### src/rtl/conv_output_compactor_pkg.sv
// Processing settings for the convolution datapath, including the partition
// tables, mode/stride types and FSM states of the output compactor.
package pkg_processing;

    // Convolution settings
    localparam int CONV_SIZE       = 31;
    localparam int CONV_BITS       = 8;
    localparam int CONV_PAR_MODES  = 3;
    localparam int CONV_PAR_MAX    = 6;
    localparam int CONV_STRIDE_MAX = 4;

    // Active partitions per parallel mode
    localparam int CONV_PAR_NUM [CONV_PAR_MODES] = '{1, 2, 6};

    // Inclusive {first, last} valid output lane per partition; unused slots are zero
    localparam int CONV_PAR_OUT [CONV_PAR_MODES][CONV_PAR_MAX][2] = '{
        '{'{0, 27}, '{0, 0},   '{0, 0},   '{0, 0},   '{0, 0},   '{0, 0}},
        '{'{0, 9},  '{14, 23}, '{0, 0},   '{0, 0},   '{0, 0},   '{0, 0}},
        '{'{0, 0},  '{6, 6},   '{12, 12}, '{18, 18}, '{24, 24}, '{30, 30}}
    };

    typedef logic [$clog2(CONV_PAR_MODES)-1:0]    mode_t;
    typedef logic [$clog2(CONV_STRIDE_MAX+1)-1:0] stride_t;

    typedef enum logic {
        ST_IDLE,
        ST_EMIT
    } state_t;

    // Zero stride behaves as one; anything above the maximum saturates.
    function automatic int clamp_stride(input int s, input int smax);
        if (s == 0) return 1;
        if (s > smax) return smax;
        return s;
    endfunction

endpackage

### src/rtl/conv_output_compactor_if.sv
// Row input and element output bundle of the convolution output compactor.
// Handshake: a transfer happens on a rising clk edge where valid & ready are
// both high; a source holds its payload stable while valid is high and ready
// is low, and valid never depends on ready.
interface conv_output_compactor_if #(
    parameter int SIZE       = 31,
    parameter int BITS       = 8,
    parameter int PAR_MODES  = 3,
    parameter int PAR_MAX    = 6,
    parameter int STRIDE_MAX = 4
);
    logic                                 row_valid;
    logic                                 row_ready;
    logic [SIZE-1:0][BITS-1:0]            row_data;
    logic [$clog2(PAR_MODES)-1:0]         cfg_mode;
    logic [$clog2(STRIDE_MAX+1)-1:0]      cfg_stride;
    logic                                 out_valid;
    logic                                 out_ready;
    logic [BITS-1:0]                      out_data;
    logic [$clog2(PAR_MAX)-1:0]           out_part;
    logic [$clog2(SIZE)-1:0]              out_col;
    logic                                 out_last;
    logic                                 cfg_err;

    modport master (
        output row_valid, row_data, cfg_mode, cfg_stride, out_ready,
        input  row_ready, out_valid, out_data, out_part, out_col, out_last, cfg_err
    );

    modport slave (
        input  row_valid, row_data, cfg_mode, cfg_stride, out_ready,
        output row_ready, out_valid, out_data, out_part, out_col, out_last, cfg_err
    );
endinterface

### src/rtl/conv_output_compactor_lane_stepper.sv
// Walks the valid lanes of a captured row: tracks lane, column and partition
// counters and flags the final element of the row.
module conv_lane_stepper
    import pkg_processing::*;
#(
    parameter int SIZE       = CONV_SIZE,
    parameter int PAR_MODES  = CONV_PAR_MODES,
    parameter int PAR_MAX    = CONV_PAR_MAX,
    parameter int PAR_NUM [PAR_MODES] = CONV_PAR_NUM,
    parameter int PAR_OUT [PAR_MODES][PAR_MAX][2] = CONV_PAR_OUT,
    parameter int STRIDE_MAX = CONV_STRIDE_MAX,
    localparam int MODE_W    = $clog2(PAR_MODES),
    localparam int STRIDE_W  = $clog2(STRIDE_MAX + 1),
    localparam int PART_W    = $clog2(PAR_MAX),
    localparam int COL_W     = $clog2(SIZE)
) (
    input  logic                clk,
    input  logic                rst,
    input  logic                load,
    input  logic [MODE_W-1:0]   load_mode,
    input  logic [MODE_W-1:0]   cur_mode,
    input  logic [STRIDE_W-1:0] stride,
    input  logic                advance,
    output logic [COL_W-1:0]    lane_idx,
    output logic [COL_W-1:0]    col,
    output logic [PART_W-1:0]   part,
    output logic                row_last
);
    // One extra bit so lane + stride past the row end compares correctly.
    localparam int LANE_W = COL_W + 1;

    logic [LANE_W-1:0] lane;
    logic [LANE_W-1:0] lane_first;
    logic [LANE_W-1:0] next_lane;
    logic [LANE_W-1:0] last_lane;
    logic [LANE_W-1:0] next_first;
    logic              lane_last;

    // Partition bounds lookup and next-lane/last-element flags.
    always_comb begin
        int cm;
        int lm;
        int cp;
        int np;
        cm = (int'(cur_mode) < PAR_MODES) ? int'(cur_mode) : 0;
        lm = (int'(load_mode) < PAR_MODES) ? int'(load_mode) : 0;
        cp = (int'(part) < PAR_MAX) ? int'(part) : 0;
        np = (cp + 1 < PAR_MAX) ? cp + 1 : 0;
        lane_first = LANE_W'(PAR_OUT[lm][0][0]);
        last_lane  = LANE_W'(PAR_OUT[cm][cp][1]);
        next_first = LANE_W'(PAR_OUT[cm][np][0]);
        next_lane  = lane + LANE_W'(stride);
        lane_last  = next_lane > last_lane;
        row_last   = lane_last && (cp == PAR_NUM[cm] - 1);
    end

    // Counter update: a new row restarts at its first lane, otherwise step.
    always_ff @(posedge clk) begin
        if (rst) begin
            lane <= '0;
            col  <= '0;
            part <= '0;
        end else if (load) begin
            lane <= lane_first;
            col  <= '0;
            part <= '0;
        end else if (advance) begin
            if (row_last) begin
                lane <= '0;
                col  <= '0;
                part <= '0;
            end else if (lane_last) begin
                lane <= next_first;
                col  <= '0;
                part <= part + 1'b1;
            end else begin
                lane <= next_lane;
                col  <= col + 1'b1;
            end
        end
    end

    assign lane_idx = lane[COL_W-1:0];

endmodule

### src/rtl/conv_output_compactor.sv
// Compacts a convolution output row into a stream of valid elements, one per
// cycle, walking each partition of the selected parallel mode with a stride.
module conv_output_compactor
    import pkg_processing::*;
#(
    parameter int SIZE       = CONV_SIZE,
    parameter int BITS       = CONV_BITS,
    parameter int PAR_MODES  = CONV_PAR_MODES,
    parameter int PAR_MAX    = CONV_PAR_MAX,
    parameter int PAR_NUM [PAR_MODES] = CONV_PAR_NUM,
    parameter int PAR_OUT [PAR_MODES][PAR_MAX][2] = CONV_PAR_OUT,
    parameter int STRIDE_MAX = CONV_STRIDE_MAX
) (
    input  logic                   clk,
    input  logic                   rst,
    conv_output_compactor_if.slave bus,
    output state_t                 dbg_state
);
    localparam int MODE_W   = $clog2(PAR_MODES);
    localparam int STRIDE_W = $clog2(STRIDE_MAX + 1);
    localparam int PART_W   = $clog2(PAR_MAX);
    localparam int COL_W    = $clog2(SIZE);

    // Every active partition range must lie inside the row.
    function automatic bit cfg_ok();
        for (int m = 0; m < PAR_MODES; m++) begin
            if (PAR_NUM[m] < 1 || PAR_NUM[m] > PAR_MAX) return 1'b0;
            for (int p = 0; p < PAR_MAX; p++) begin
                if (p < PAR_NUM[m] &&
                    (PAR_OUT[m][p][0] > PAR_OUT[m][p][1] || PAR_OUT[m][p][1] >= SIZE))
                    return 1'b0;
            end
        end
        return 1'b1;
    endfunction

    localparam bit CFG_OK = cfg_ok();

    if (!CFG_OK) begin : g_bad_cfg
        $error("conv_output_compactor: PAR_NUM/PAR_OUT range outside the lane row");
    end

    state_t                    state_q, state_d;
    logic [SIZE-1:0][BITS-1:0] row_q;
    logic [MODE_W-1:0]         mode_q;
    logic [STRIDE_W-1:0]       stride_q;
    logic                      cfg_err_q, cfg_err_d;
    logic                      mode_legal;
    logic                      load, advance;
    logic                      row_ready, out_valid;
    logic [COL_W-1:0]          lane_idx, col;
    logic [PART_W-1:0]         part;
    logic                      row_last;

    assign mode_legal = int'(bus.cfg_mode) < PAR_MODES;
    assign advance    = out_valid && bus.out_ready;

    // Next state, row acceptance and illegal-mode detection.
    always_comb begin
        state_d   = state_q;
        row_ready = 1'b0;
        out_valid = 1'b0;
        load      = 1'b0;
        cfg_err_d = 1'b0;
        case (state_q)
            ST_IDLE: begin
                row_ready = 1'b1;
            end
            ST_EMIT: begin
                out_valid = 1'b1;
                if (bus.out_ready && row_last) begin
                    row_ready = 1'b1;
                    state_d   = ST_IDLE;
                end
            end
            default: state_d = ST_IDLE;
        endcase
        if (row_ready && bus.row_valid) begin
            if (mode_legal) begin
                load    = 1'b1;
                state_d = ST_EMIT;
            end else begin
                cfg_err_d = 1'b1;
            end
        end
        if (rst) row_ready = 1'b0;
    end

    // State register and capture of the accepted row and its configuration.
    always_ff @(posedge clk) begin
        if (rst) begin
            state_q   <= ST_IDLE;
            cfg_err_q <= 1'b0;
            mode_q    <= '0;
            stride_q  <= STRIDE_W'(1);
        end else begin
            state_q   <= state_d;
            cfg_err_q <= cfg_err_d;
            if (load) begin
                mode_q   <= bus.cfg_mode;
                stride_q <= STRIDE_W'(clamp_stride(int'(bus.cfg_stride), STRIDE_MAX));
            end
        end
    end

    // Row payload holding register; no reset needed, it is only read in EMIT.
    always_ff @(posedge clk) begin
        if (load) row_q <= bus.row_data;
    end

    conv_lane_stepper #(
        .SIZE       (SIZE),
        .PAR_MODES  (PAR_MODES),
        .PAR_MAX    (PAR_MAX),
        .PAR_NUM    (PAR_NUM),
        .PAR_OUT    (PAR_OUT),
        .STRIDE_MAX (STRIDE_MAX)
    ) u_stepper (
        .clk       (clk),
        .rst       (rst),
        .load      (load),
        .load_mode (bus.cfg_mode),
        .cur_mode  (mode_q),
        .stride    (stride_q),
        .advance   (advance),
        .lane_idx  (lane_idx),
        .col       (col),
        .part      (part),
        .row_last  (row_last)
    );

    assign bus.row_ready = row_ready;
    assign bus.out_valid = out_valid;
    assign bus.out_data  = row_q[lane_idx];
    assign bus.out_part  = part;
    assign bus.out_col   = col;
    assign bus.out_last  = out_valid && row_last;
    assign bus.cfg_err   = cfg_err_q;
    assign dbg_state     = state_q;

endmodule
### src/flat_wrapper.sv
// flat-port wrapper written by rule: the top's interface ports become plain ports
module conv_output_compactor_flat import pkg_processing::*;
#(
    parameter int SIZE       = CONV_SIZE,
    parameter int BITS       = CONV_BITS,
    parameter int PAR_MODES  = CONV_PAR_MODES,
    parameter int PAR_MAX    = CONV_PAR_MAX,
    parameter int PAR_NUM [PAR_MODES] = CONV_PAR_NUM,
    parameter int PAR_OUT [PAR_MODES][PAR_MAX][2] = CONV_PAR_OUT,
    parameter int STRIDE_MAX = CONV_STRIDE_MAX
)
  (clk, rst, dbg_state, bus_row_valid, bus_row_data, bus_cfg_mode, bus_cfg_stride, bus_out_ready, bus_row_ready, bus_out_valid, bus_out_data, bus_out_part, bus_out_col, bus_out_last, bus_cfg_err);
  conv_output_compactor_if #(.SIZE(SIZE), .BITS(BITS), .PAR_MODES(PAR_MODES), .PAR_MAX(PAR_MAX), .STRIDE_MAX(STRIDE_MAX)) bus_i ();
  input  logic clk;
  input  logic rst;
  output state_t dbg_state;
  input wire logic [$bits(bus_i.row_valid)-1:0] bus_row_valid;
  input wire logic [$bits(bus_i.row_data)-1:0] bus_row_data;
  input wire logic [$bits(bus_i.cfg_mode)-1:0] bus_cfg_mode;
  input wire logic [$bits(bus_i.cfg_stride)-1:0] bus_cfg_stride;
  input wire logic [$bits(bus_i.out_ready)-1:0] bus_out_ready;
  output wire logic [$bits(bus_i.row_ready)-1:0] bus_row_ready;
  output wire logic [$bits(bus_i.out_valid)-1:0] bus_out_valid;
  output wire logic [$bits(bus_i.out_data)-1:0] bus_out_data;
  output wire logic [$bits(bus_i.out_part)-1:0] bus_out_part;
  output wire logic [$bits(bus_i.out_col)-1:0] bus_out_col;
  output wire logic [$bits(bus_i.out_last)-1:0] bus_out_last;
  output wire logic [$bits(bus_i.cfg_err)-1:0] bus_cfg_err;
  assign bus_i.row_valid = bus_row_valid;
  assign bus_i.row_data = bus_row_data;
  assign bus_i.cfg_mode = bus_cfg_mode;
  assign bus_i.cfg_stride = bus_cfg_stride;
  assign bus_i.out_ready = bus_out_ready;
  assign bus_row_ready = bus_i.row_ready;
  assign bus_out_valid = bus_i.out_valid;
  assign bus_out_data = bus_i.out_data;
  assign bus_out_part = bus_i.out_part;
  assign bus_out_col = bus_i.out_col;
  assign bus_out_last = bus_i.out_last;
  assign bus_cfg_err = bus_i.cfg_err;
  conv_output_compactor #(.SIZE(SIZE), .BITS(BITS), .PAR_MODES(PAR_MODES), .PAR_MAX(PAR_MAX), .PAR_NUM(PAR_NUM), .PAR_OUT(PAR_OUT), .STRIDE_MAX(STRIDE_MAX)) u_core (.clk(clk), .rst(rst), .bus(bus_i), .dbg_state(dbg_state));
endmodule
### config.mk
export PLATFORM = sky130hd
export DESIGN_NAME = conv_output_compactor_flat
export DESIGN_NICKNAME = d
export VERILOG_FILES = /design/src/rtl/conv_output_compactor_pkg.sv /design/src/rtl/conv_output_compactor_if.sv /design/src/rtl/conv_output_compactor_lane_stepper.sv /design/src/rtl/conv_output_compactor.sv /design/src/flat_wrapper.sv
export SDC_FILE = /design/constraint.sdc
export NUM_CORES = 1
export LEC_CHECK = 0
export CAP_MARGIN = 20
export CORE_MARGIN = 3
export CORE_UTILIZATION = 28
export DETAILED_ROUTE_END_ITERATION = 10
export PLACE_DENSITY = 0.55
export REMOVE_ABC_BUFFERS = 1
export SETUP_SLACK_MARGIN = 0.15
export SLEW_MARGIN = 20
export SYNTH_ARGS = -nofsm -noshare
export SYNTH_HDL_FRONTEND = slang
export SYNTH_SLANG_ARGS = --single-unit
### constraint.sdc
create_clock -name clk -period 7.7 [get_ports clk]
set_input_delay 2.31 -clock clk [delete_from_list [all_inputs] [get_ports clk]]
set_output_delay 2.31 -clock clk [all_outputs]
set_load 0.1 [all_outputs]
==> results of run 1 <==
[power by group]
part	total, mW	leakage [nW]	internal, mW	switching [mW]
combinational	0.338	1.93	0.189	0.149
sequential	1.72	2.51	1.69	0.0268
clock	1.36	0.450	0.800	0.562
[cells by family (layout without fill, tap and decap cells)]
family	Yosys count	after routing	synth area share (%)
flops	269	269	71.6
mux	93	93	16.8
simple gates	81	81	3.63
compound gates	60	60	3.71
buf+inv	42	345	1.90
fa+ha+maj	13	13	1.55
xor+xnor	9	9	0.786
other cells	0	1	0
[sequential cells by signal, indices dropped and copies added, names as in the netlist]
name / count
u_core.u_stepper.col: 5
u_core.u_stepper.part: 3
u_core.stride_q: 3
u_core.u_stepper.lane: 6
u_core.row_q: 248
u_core.bus.cfg_err: 1
u_core.dbg_state: 1
u_core.mode_q: 2
[layout by cell type, fill, tap and decap left out, drive strengths merged, types with 2 or more instances in the layout]
master         instances
and2                   3
edfxtp               248
nand4                  3
nor2                  13
a31o                   3
nand2                 27
mux2i                 11
a21oi                  5
nor2b                  5
clkbuf                40
xor2                   6
nor4                   6
a221oi                 3
bufinv                 2
buf                    7
o21ai                 22
nand3                 13
inv                   10
nor3                   4
o21a                   2
mux4                  72
ha                    12
a22o                   2
a311oi                 4
dfxtp                 21
o31ai                  3
xnor2                  3
clkdlybuf4s50        275
mux2                  10
clkinv                11
a211oi                 5
[area by class of cell]
| class | count | area, um2 | share of cell area, % |
|---|---|---|---|
| flip-flops and latches | 269 | 7880 | 51.8 |
| inverters | 9 | 41.3 | 0.271 |
| well taps | 511 | 639 | 4.20 |
| clock buffers | 40 | 810 | 5.32 |
| clock inverters | 14 | 121 | 0.797 |
| repair buffers | 282 | 2820 | 18.5 |
| diodes | 1 | 2.50 | 0.0164 |
| multi-input cells | 256 | 2910 | 19.1 |
[worst reg2reg max path: cells and delay by family, from the launching register on]
kind / cells / cell delay [ns]
AO/OA/AOI/OAI: 4 / 1.33
XOR/XNOR: 1 / 0.17
adder cells (fa/ha/maj): 2 / 0.71
buffers and inverters: 2 / 1.11
flip-flops: 1 / 0.81
AND/OR/NAND/NOR: 3 / 0.40
[routing by layer]
metal,up-vias,wire length (um),GRT usage (%)
li1,2899,-,-
met1,3086,11300,16.6
met2,189,14100,22.3
met3,42,1770,3.25
met4,6,523,3.47
met5,-,48,0
[stage by stage]
step | instances | setup TNS (ns) | cell area, um2 | power [mW]
2_1_floorplan | 534 | -69.06 | 10800 | 1.91
3_3_place_gp | 1327 | 0 | 14300 | 2.09
3_5_place_dp | 1327 | 0 | 14300 | 2.10
4_1_cts | 1381 | 0 | 15200 | 3.47
5_1_grt | 1382 | 0 | 15200 | 3.57
6_report | 1382 | 0 | 15200 | 3.42
[path summary, 6_finish.rpt]
kind,from,cells past startpoint,to
setup / recovery,u_core.u_stepper.lane[1]$_SDFFE_PP0P_,12,bus_row_ready
hold / removal,u_core.stride_q[0]$_SDFFE_PP1P_,1,u_core.stride_q[0]$_SDFFE_PP1P_
setup reg to reg,u_core.u_stepper.lane[1]$_SDFFE_PP0P_,12,u_core.row_q[113]$_DFFE_PP_
hold reg to reg,u_core.stride_q[0]$_SDFFE_PP1P_,1,u_core.stride_q[0]$_SDFFE_PP1P_
==> impl_results.html, run 1 <==
<table>
<tr><th>Metric</th><th>Value</th></tr>
<tr><th colspan="2">Outcome</th></tr>
<tr><td>Result of the run</td><td>finished, final reports clean</td></tr>
<tr><th colspan="2">Place</th></tr>
<tr><td>Worst slack, placed</td><td>1.63 ns</td></tr>
<tr><td>Port Buffers</td><td>277</td></tr>
<tr><td>RePlAce Congestion</td><td>0.739</td></tr>
<tr><td>Final HPWL DP</td><td>19100 um</td></tr>
<tr><th colspan="2">STA</th></tr>
<tr><td>Final cycle utilization of the critical path</td><td>85.6%</td></tr>
<tr><td>Setup repair after global routing missed its margin</td><td>false</td></tr>
<tr><td>Fmax</td><td>152 MHz</td></tr>
<tr><td>Number of max-slew violations in the final report</td><td>0</td></tr>
<tr><td>Hold WS</td><td>0.468 ns</td></tr>
<tr><td>Max_slew headroom</td><td>28.0%</td></tr>
<tr><td>Tightest Pin Transition</td><td>1.08 ns</td></tr>
<tr><td>Clock Skew</td><td>0.0143 ns</td></tr>
<tr><td>Number of endpoints failing setup at the final stage</td><td>0</td></tr>
<tr><td>Final critical path time including I/O delays and setup</td><td>6.59 ns</td></tr>
<tr><td>Final-report hold violation count</td><td>0</td></tr>
<tr><td>Final worst slack</td><td>1.11 ns</td></tr>
<tr><th colspan="2">Setup path</th></tr>
<tr><td>Startpoint class of the critical path</td><td>register</td></tr>
<tr><td>Top cell family by delay on the critical path</td><td>compound AO/OA/AOI/OAI gates</td></tr>
<tr><td>Slowest cell on the critical path</td><td>sky130_fd_sc_hd__dfxtp_4</td></tr>
<tr><td>Critical path cell sequence</td><td>ha_1 -&gt; a211oi_1 -&gt; nor2_1 -&gt; xor2_1 -&gt; ha_1 -&gt; and2_1 -&gt; a41oi_1 -&gt; a21boi_1 -&gt; o21ai_1 -&gt; o21a_1 -&gt; nor2_1 -&gt; buf_4</td></tr>
<tr><td>Critical Setup Path Class</td><td>reg2out</td></tr>
<tr><td>Arr. time, crit path</td><td>4.28 ns</td></tr>
<tr><td>Number of buffers and inverters on the critical path</td><td>1</td></tr>
<tr><td>FF-to-FF setup slack</td><td>2.55 ns</td></tr>
<tr><td>Delay of the slowest critical-path stage</td><td>0.81 ns</td></tr>
<tr><td>Crit path required time</td><td>5.39 ns</td></tr>
<tr><td>Kind of end point of the critical path</td><td>primary output</td></tr>
<tr><td>Max FO, Critical Path</td><td>45</td></tr>
<tr><th colspan="2">Drt</th></tr>
<tr><td>Average wire per cell in the routed design</td><td>20.1 um</td></tr>
<tr><td>First-pass iteration count of the detailed router</td><td>4</td></tr>
<tr><td>Antenna violation net count after detailed routing</td><td>0</td></tr>
<tr><td>DRC errors left</td><td>0</td></tr>
<tr><td>Total length of routed wires</td><td>27700 um</td></tr>
<tr><td>Number of DRC markers in iteration 0</td><td>367</td></tr>
<tr><td>Per-cell via count in the routed design</td><td>4.50</td></tr>
<tr><td>Via count</td><td>6222</td></tr>
<tr><th colspan="2">Cells and area</th></tr>
<tr><td>Synthesis-to-finish area growth</td><td>38.6%</td></tr>
<tr><td>Utilization after layout</td><td>39.8%</td></tr>
<tr><td>Layout Nets</td><td>1118</td></tr>
<tr><td>Filler instances</td><td>3505</td></tr>
<tr><td>Layout cell share with drive strength beyond 1</td><td>16.0%</td></tr>
<tr><th colspan="2">Clock network</th></tr>
<tr><td>Number of buffers created by CTS</td><td>30</td></tr>
<tr><td>CTS tree</td><td>done</td></tr>
<tr><td>Quantity of hold-fixing buffers added after cts</td><td>0</td></tr>
<tr><td>Clk sinks</td><td>269</td></tr>
<tr><td>Buffer count from post-CTS setup fixing</td><td>0</td></tr>
<tr><td>CTS H-tree lvls</td><td>1</td></tr>
<tr><td>Clock insertion delay at the later pin of the skew report</td><td>0.56 ns</td></tr>
<tr><td>Number of gates given a new drive strength after cts</td><td>0</td></tr>
<tr><td>Buffer cell driving the clock tree root</td><td>sky130_fd_sc_hd__clkbuf_16</td></tr>
<tr><td>Longest Clk Path Bufs</td><td>3</td></tr>
<tr><td>Clock transition at path regs</td><td>0.06 ns</td></tr>
<tr><th colspan="2">Global route</th></tr>
<tr><td>Maximum number of pins on one net before global-route repair</td><td>150</td></tr>
<tr><td>Wire length of the first global-routing pass</td><td>40900 um</td></tr>
<tr><td>Number of global-route vias before repair</td><td>6735</td></tr>
<tr><td>Remaining Overflow, GRT</td><td>0</td></tr>
<tr><td>Overall track demand over capacity in global routing</td><td>13.0%</td></tr>
<tr><td>Number of antenna violations at the first check in global routing</td><td>4</td></tr>
<tr><th colspan="2">Synth</th></tr>
<tr><td>Unique masters post-synth</td><td>55</td></tr>
<tr><td>Top post-synthesis cells by area</td><td>sky130_fd_sc_hd__edfxtp_1 68%, sky130_fd_sc_hd__mux4_2 15%, sky130_fd_sc_hd__dfxtp_1 3.8%</td></tr>
<tr><td>Netlist area before placement</td><td>11000 um2</td></tr>
<tr><td>Share of the synthesized area in the top cell type</td><td>67.8%</td></tr>
<tr><td>Dominant register cell in the synthesized netlist</td><td>sky130_fd_sc_hd__edfxtp_1</td></tr>
<tr><td>Mapped Avg Cell Area</td><td>19.4 um2</td></tr>
<tr><td>Post-synth EDFFs</td><td>248</td></tr>
<tr><td>Area leader, netlist</td><td>sky130_fd_sc_hd__edfxtp_1</td></tr>
<tr><td>Cell count after synthesis</td><td>567</td></tr>
<tr><td>Share of synthesized registers carrying an async set or reset</td><td>0%</td></tr>
<tr><td>Most instantiated cells after synthesis</td><td>248 x sky130_fd_sc_hd__edfxtp_1, 72 x sky130_fd_sc_hd__mux4_2, 27 x sky130_fd_sc_hd__nand2_1, 21 x sky130_fd_sc_hd__dfxtp_1, 16 x sky130_fd_sc_hd__o21ai_0</td></tr>
<tr><td>Flip-flop and latch count after synthesis</td><td>269</td></tr>
<tr><td>Seq/Total Area, Yosys</td><td>71.6%</td></tr>
<tr><td>Yosys warning count</td><td>0</td></tr>
<tr><td>Cell with the most instances after synthesis</td><td>sky130_fd_sc_hd__edfxtp_1</td></tr>
<tr><th colspan="2">Pwr</th></tr>
<tr><td>Maximum ir drop on the vdd rail</td><td>0.000150 V</td></tr>
<tr><td>Cell area power density</td><td>225 nW/um2</td></tr>
<tr><td>Leakage</td><td>4.90 nW</td></tr>
<tr><th colspan="2">Die</th></tr>
<tr><td>Die width</td><td>204 um</td></tr>
<tr><td>Floorplan Core Area</td><td>38200 um2</td></tr>
<tr><td>I/O pin total</td><td>278</td></tr>
<tr><td>Vert. Die Dim</td><td>204 um</td></tr>
<tr><td># rows</td><td>71</td></tr>
<tr><td>Starting density of the core</td><td>28.8%</td></tr>
<tr><td>Die ar.</td><td>41600 um2</td></tr>
<tr><th colspan="2">Hold path</th></tr>
<tr><td>Worst hold path type</td><td>reg2reg</td></tr>
<tr><th colspan="2">Job</th></tr>
<tr><td>Max cap viols</td><td>0</td></tr>
</table>
(Power assumes the default switching activity.)
==> inputs of run 2 (changes only) <==
--- a/config.mk
+++ b/config.mk
@@ -10,6 +10,7 @@
 export CORE_UTILIZATION = 28
 export DETAILED_ROUTE_END_ITERATION = 10
 export PLACE_DENSITY = 0.55
+export RECOVER_POWER = 50
 export REMOVE_ABC_BUFFERS = 1
 export SETUP_SLACK_MARGIN = 0.15
 export SLEW_MARGIN = 20
==> impl_results.html, run 2 (synthesis results as in run 1) <==
<table>
<tr><th>Metric</th><th>Value</th></tr>
<tr><th colspan="2">Clock network</th></tr>
<tr><td>Longest Clk Path Bufs</td><td>3 (unchanged)</td></tr>
<tr><td>Clock transition at path regs</td><td>0.06 ns (about the same)</td></tr>
<tr><td>Clk sinks</td><td>269 (unchanged)</td></tr>
<tr><td>Number of gates given a new drive strength after cts</td><td>0 (unchanged)</td></tr>
<tr><td>Buffer count from post-CTS setup fixing</td><td>0 (unchanged)</td></tr>
<tr><td>CTS tree</td><td>done</td></tr>
<tr><td>Quantity of hold-fixing buffers added after cts</td><td>0 (unchanged)</td></tr>
<tr><td>Buffer cell driving the clock tree root</td><td>sky130_fd_sc_hd__clkbuf_16</td></tr>
<tr><td>CTS H-tree lvls</td><td>1 (unchanged)</td></tr>
<tr><td>Number of buffers created by CTS</td><td>30 (unchanged)</td></tr>
<tr><td>Clock insertion delay at the later pin of the skew report</td><td>0.55 ns (about the same)</td></tr>
<tr><th colspan="2">Cells and area</th></tr>
<tr><td>Layout cell share with drive strength beyond 1</td><td>16.0% (unchanged)</td></tr>
<tr><td>Filler instances</td><td>3507 (+0.057%)</td></tr>
<tr><td>Storage cell area</td><td>7880 um2 (unchanged)</td></tr>
<tr><td>Layout Nets</td><td>1118 (unchanged)</td></tr>
<tr><td>Most common cell after layout, fill and taps aside</td><td>sky130_fd_sc_hd__dlygate4sd3_1</td></tr>
<tr><td>Synthesis-to-finish area growth</td><td>38.6% (about the same)</td></tr>
<tr><td>Largest register by flop count</td><td>u_core.row_q</td></tr>
<tr><td>Multi-input gate area in the final layout</td><td>2910 um2 (unchanged)</td></tr>
<tr><td>Largest registers</td><td>u_core.row_q x248, u_core.u_stepper.lane x6, u_core.u_stepper.col x5</td></tr>
<tr><td>Most used cells in the layout excluding fill and tap cells</td><td>256 x sky130_fd_sc_hd__dlygate4sd3_1, 248 x sky130_fd_sc_hd__edfxtp_1, 72 x sky130_fd_sc_hd__mux4_2</td></tr>
<tr><td>Post-route insts no fill</td><td>1383 (+0.072%)</td></tr>
<tr><td>Largest register FFs</td><td>248 (unchanged)</td></tr>
<tr><th colspan="2">STA</th></tr>
<tr><td>Clock Skew</td><td>0.0118 ns (-0.00252 ns)</td></tr>
<tr><td>Number of max-slew violations in the final report</td><td>0 (unchanged)</td></tr>
<tr><td>Tightest Pin Transition</td><td>1.06 ns (-0.0157 ns)</td></tr>
<tr><td>Number of endpoints failing setup at the final stage</td><td>0 (unchanged)</td></tr>
<tr><td>Fmax</td><td>146 MHz (-4.1%)</td></tr>
<tr><td>Final-report hold violation count</td><td>0 (unchanged)</td></tr>
<tr><td>Setup TNS</td><td>0 ns (unchanged)</td></tr>
<tr><td>Max_slew headroom</td><td>29.0% (+1.1 points)</td></tr>
<tr><td>Final critical path time including I/O delays and setup</td><td>6.87 ns (+0.283 ns)</td></tr>
<tr><td>Setup repair after global routing missed its margin</td><td>false</td></tr>
<tr><td>Final cycle utilization of the critical path</td><td>89.2% (+3.7 points)</td></tr>
<tr><th colspan="2">Pwr</th></tr>
<tr><td>Cell area power density</td><td>223 nW/um2 (-0.81%)</td></tr>
<tr><td>Maximum ir drop on the vdd rail</td><td>0.000150 V (+0.11%)</td></tr>
<tr><td>Leakage</td><td>4.98 nW (+1.8%)</td></tr>
<tr><th colspan="2">Die</th></tr>
<tr><td>Vert. Die Dim</td><td>204 um (unchanged)</td></tr>
<tr><td>Die width</td><td>204 um (unchanged)</td></tr>
<tr><td>I/O pin total</td><td>278 (unchanged)</td></tr>
<tr><td>Starting density of the core</td><td>28.8% (unchanged)</td></tr>
<tr><td>Floorplan Core Area</td><td>38200 um2 (unchanged)</td></tr>
<tr><td>Die ar.</td><td>41600 um2 (unchanged)</td></tr>
<tr><td># rows</td><td>71 (unchanged)</td></tr>
<tr><th colspan="2">Global route</th></tr>
<tr><td>Wire length of the first global-routing pass</td><td>40900 um (unchanged)</td></tr>
<tr><td>Busiest metal layer after global routing</td><td>met2</td></tr>
<tr><td>Remaining Overflow, GRT</td><td>0 (unchanged)</td></tr>
<tr><td>Global-route track usage on met1</td><td>16.6% (unchanged)</td></tr>
<tr><td>Maximum number of pins on one net before global-route repair</td><td>150 (unchanged)</td></tr>
<tr><td>Met2 Usage GRT</td><td>22.3% (unchanged)</td></tr>
<tr><td>Overall track demand over capacity in global routing</td><td>13.0% (unchanged)</td></tr>
<tr><td>Number of antenna violations at the first check in global routing</td><td>11 (+7)</td></tr>
<tr><td>Number of global-route vias before repair</td><td>6735 (unchanged)</td></tr>
<tr><td>Met3 routing resource usage after global routing</td><td>3.25% (unchanged)</td></tr>
<tr><th colspan="2">Drt</th></tr>
<tr><td>Per-cell via count in the routed design</td><td>4.56 (+1.3%)</td></tr>
<tr><td>DRC errors left</td><td>0 (unchanged)</td></tr>
<tr><td>Antenna violation net count after detailed routing</td><td>0 (unchanged)</td></tr>
<tr><td>Average wire per cell in the routed design</td><td>20.0 um (-0.32%)</td></tr>
<tr><td>Via count</td><td>6308 (+1.4%)</td></tr>
<tr><td>Number of DRC markers in iteration 0</td><td>356 (-3.0%)</td></tr>
<tr><td>First-pass iteration count of the detailed router</td><td>4 (unchanged)</td></tr>
<tr><td>Total length of routed wires</td><td>27600 um (-0.25%)</td></tr>
<tr><th colspan="2">Setup path</th></tr>
<tr><td>Arr. time, crit path</td><td>4.56 ns (+0.28 ns)</td></tr>
<tr><td>FF-to-FF Start</td><td>u_core.u_stepper.lane[1]$_SDFFE_PP0P_</td></tr>
<tr><td>Max FO, Critical Path</td><td>45 (unchanged)</td></tr>
<tr><td>Crit path required time</td><td>5.39 ns (about the same)</td></tr>
<tr><td>Critical Setup Path Class</td><td>reg2out</td></tr>
<tr><td>Startpoint class of the critical path</td><td>register</td></tr>
<tr><td>Kind of end point of the critical path</td><td>primary output</td></tr>
<tr><td>First element of the critical path</td><td>u_core.u_stepper.lane[1]$_SDFFE_PP0P_</td></tr>
<tr><th colspan="2">Hold path</th></tr>
<tr><td>Min-delay src</td><td>u_core.stride_q[0]$_SDFFE_PP1P_</td></tr>
<tr><td>Worst hold path type</td><td>reg2reg</td></tr>
<tr><th colspan="2">Job</th></tr>
<tr><td>Max cap viols</td><td>0 (unchanged)</td></tr>
<tr><th colspan="2">Place</th></tr>
<tr><td>RePlAce Congestion</td><td>0.739 (unchanged)</td></tr>
<tr><td>Cell count after placement</td><td>1327 (unchanged)</td></tr>
<tr><td>Final HPWL DP</td><td>19100 um (unchanged)</td></tr>
<tr><td>Port Buffers</td><td>277 (unchanged)</td></tr>
<tr><th colspan="2">Outcome</th></tr>
<tr><td>Result of the run</td><td>finished, final reports clean</td></tr>
</table>
-- run 2: layout make-up --
| cell class | count | share of cell area [%] |
|---|---|---|
| timing repair buffer | 282 | 18.5 |
| multi-input combinational | 256 | 19.1 |
| tap | 511 | 4.20 |
| clock buffer | 40 | 5.32 |
| inverter | 9 | 0.271 |
| sequential | 269 | 51.8 |
| antenna | 2 | 0.0329 |
| clock inverter | 14 | 0.797 |
-- run 2: metal layers --
| layer | up-vias | wire length, um |
|---|---|---|
| met5 | - | 56 |
| met2 | 213 | 13900 |
| met3 | 56 | 1790 |
| li1 | 2901 | - |
| met4 | 8 | 625 |
| met1 | 3130 | 11200 |
-- run 2: path summary, 6_finish.rpt --
path | slack (ns) | cells past startpoint | endpoint
worst max-delay path | 0.83 | 12 | bus_row_ready
worst min-delay path | 0.47 | 1 | u_core.stride_q[0]$_SDFFE_PP1P_
worst max register to register | 2.35 | 12 | u_core.row_q[113]$_DFFE_PP_
worst min register to register | 0.47 | 1 | u_core.stride_q[0]$_SDFFE_PP1P_
-- run 2: where the power goes --
group          internal, mW  switching [mW]  leakage, nW
logic                 0.163           0.149         2.02
clock network         0.800           0.561        0.450
registers              1.69          0.0267         2.51
total                  2.66           0.737         4.98
-- run 2: stage by stage --
stage	instance area [um2]	setup slack (ns)	util, %	power, mW	hold slack, ns
floorplan	10800	-1.21	-	1.91	0.440
global placement	14300	1.61	37.4	2.09	0.462
detailed placement	14300	1.63	37.4	2.10	0.457
CTS	15200	1.01	39.8	3.47	0.471
global route	15200	0.425	39.8	3.54	0.492
finish	15200	0.829	39.8	3.39	0.468
-- run 2: critical path, cell delays in order, from the launching register on --
cell                       delay, ns
sky130_fd_sc_hd__dfxtp_4        0.81
sky130_fd_sc_hd__ha_1           0.35
sky130_fd_sc_hd__a211oi_1       0.33
sky130_fd_sc_hd__nor2_1         0.11
sky130_fd_sc_hd__xor2_1         0.17
sky130_fd_sc_hd__ha_1           0.36
sky130_fd_sc_hd__and2_0         0.15
sky130_fd_sc_hd__a41oi_1        0.19
sky130_fd_sc_hd__a21boi_0       0.61
sky130_fd_sc_hd__o21ai_0        0.28
sky130_fd_sc_hd__o21a_1         0.26
sky130_fd_sc_hd__nor2_1         0.09
sky130_fd_sc_hd__buf_4          0.31
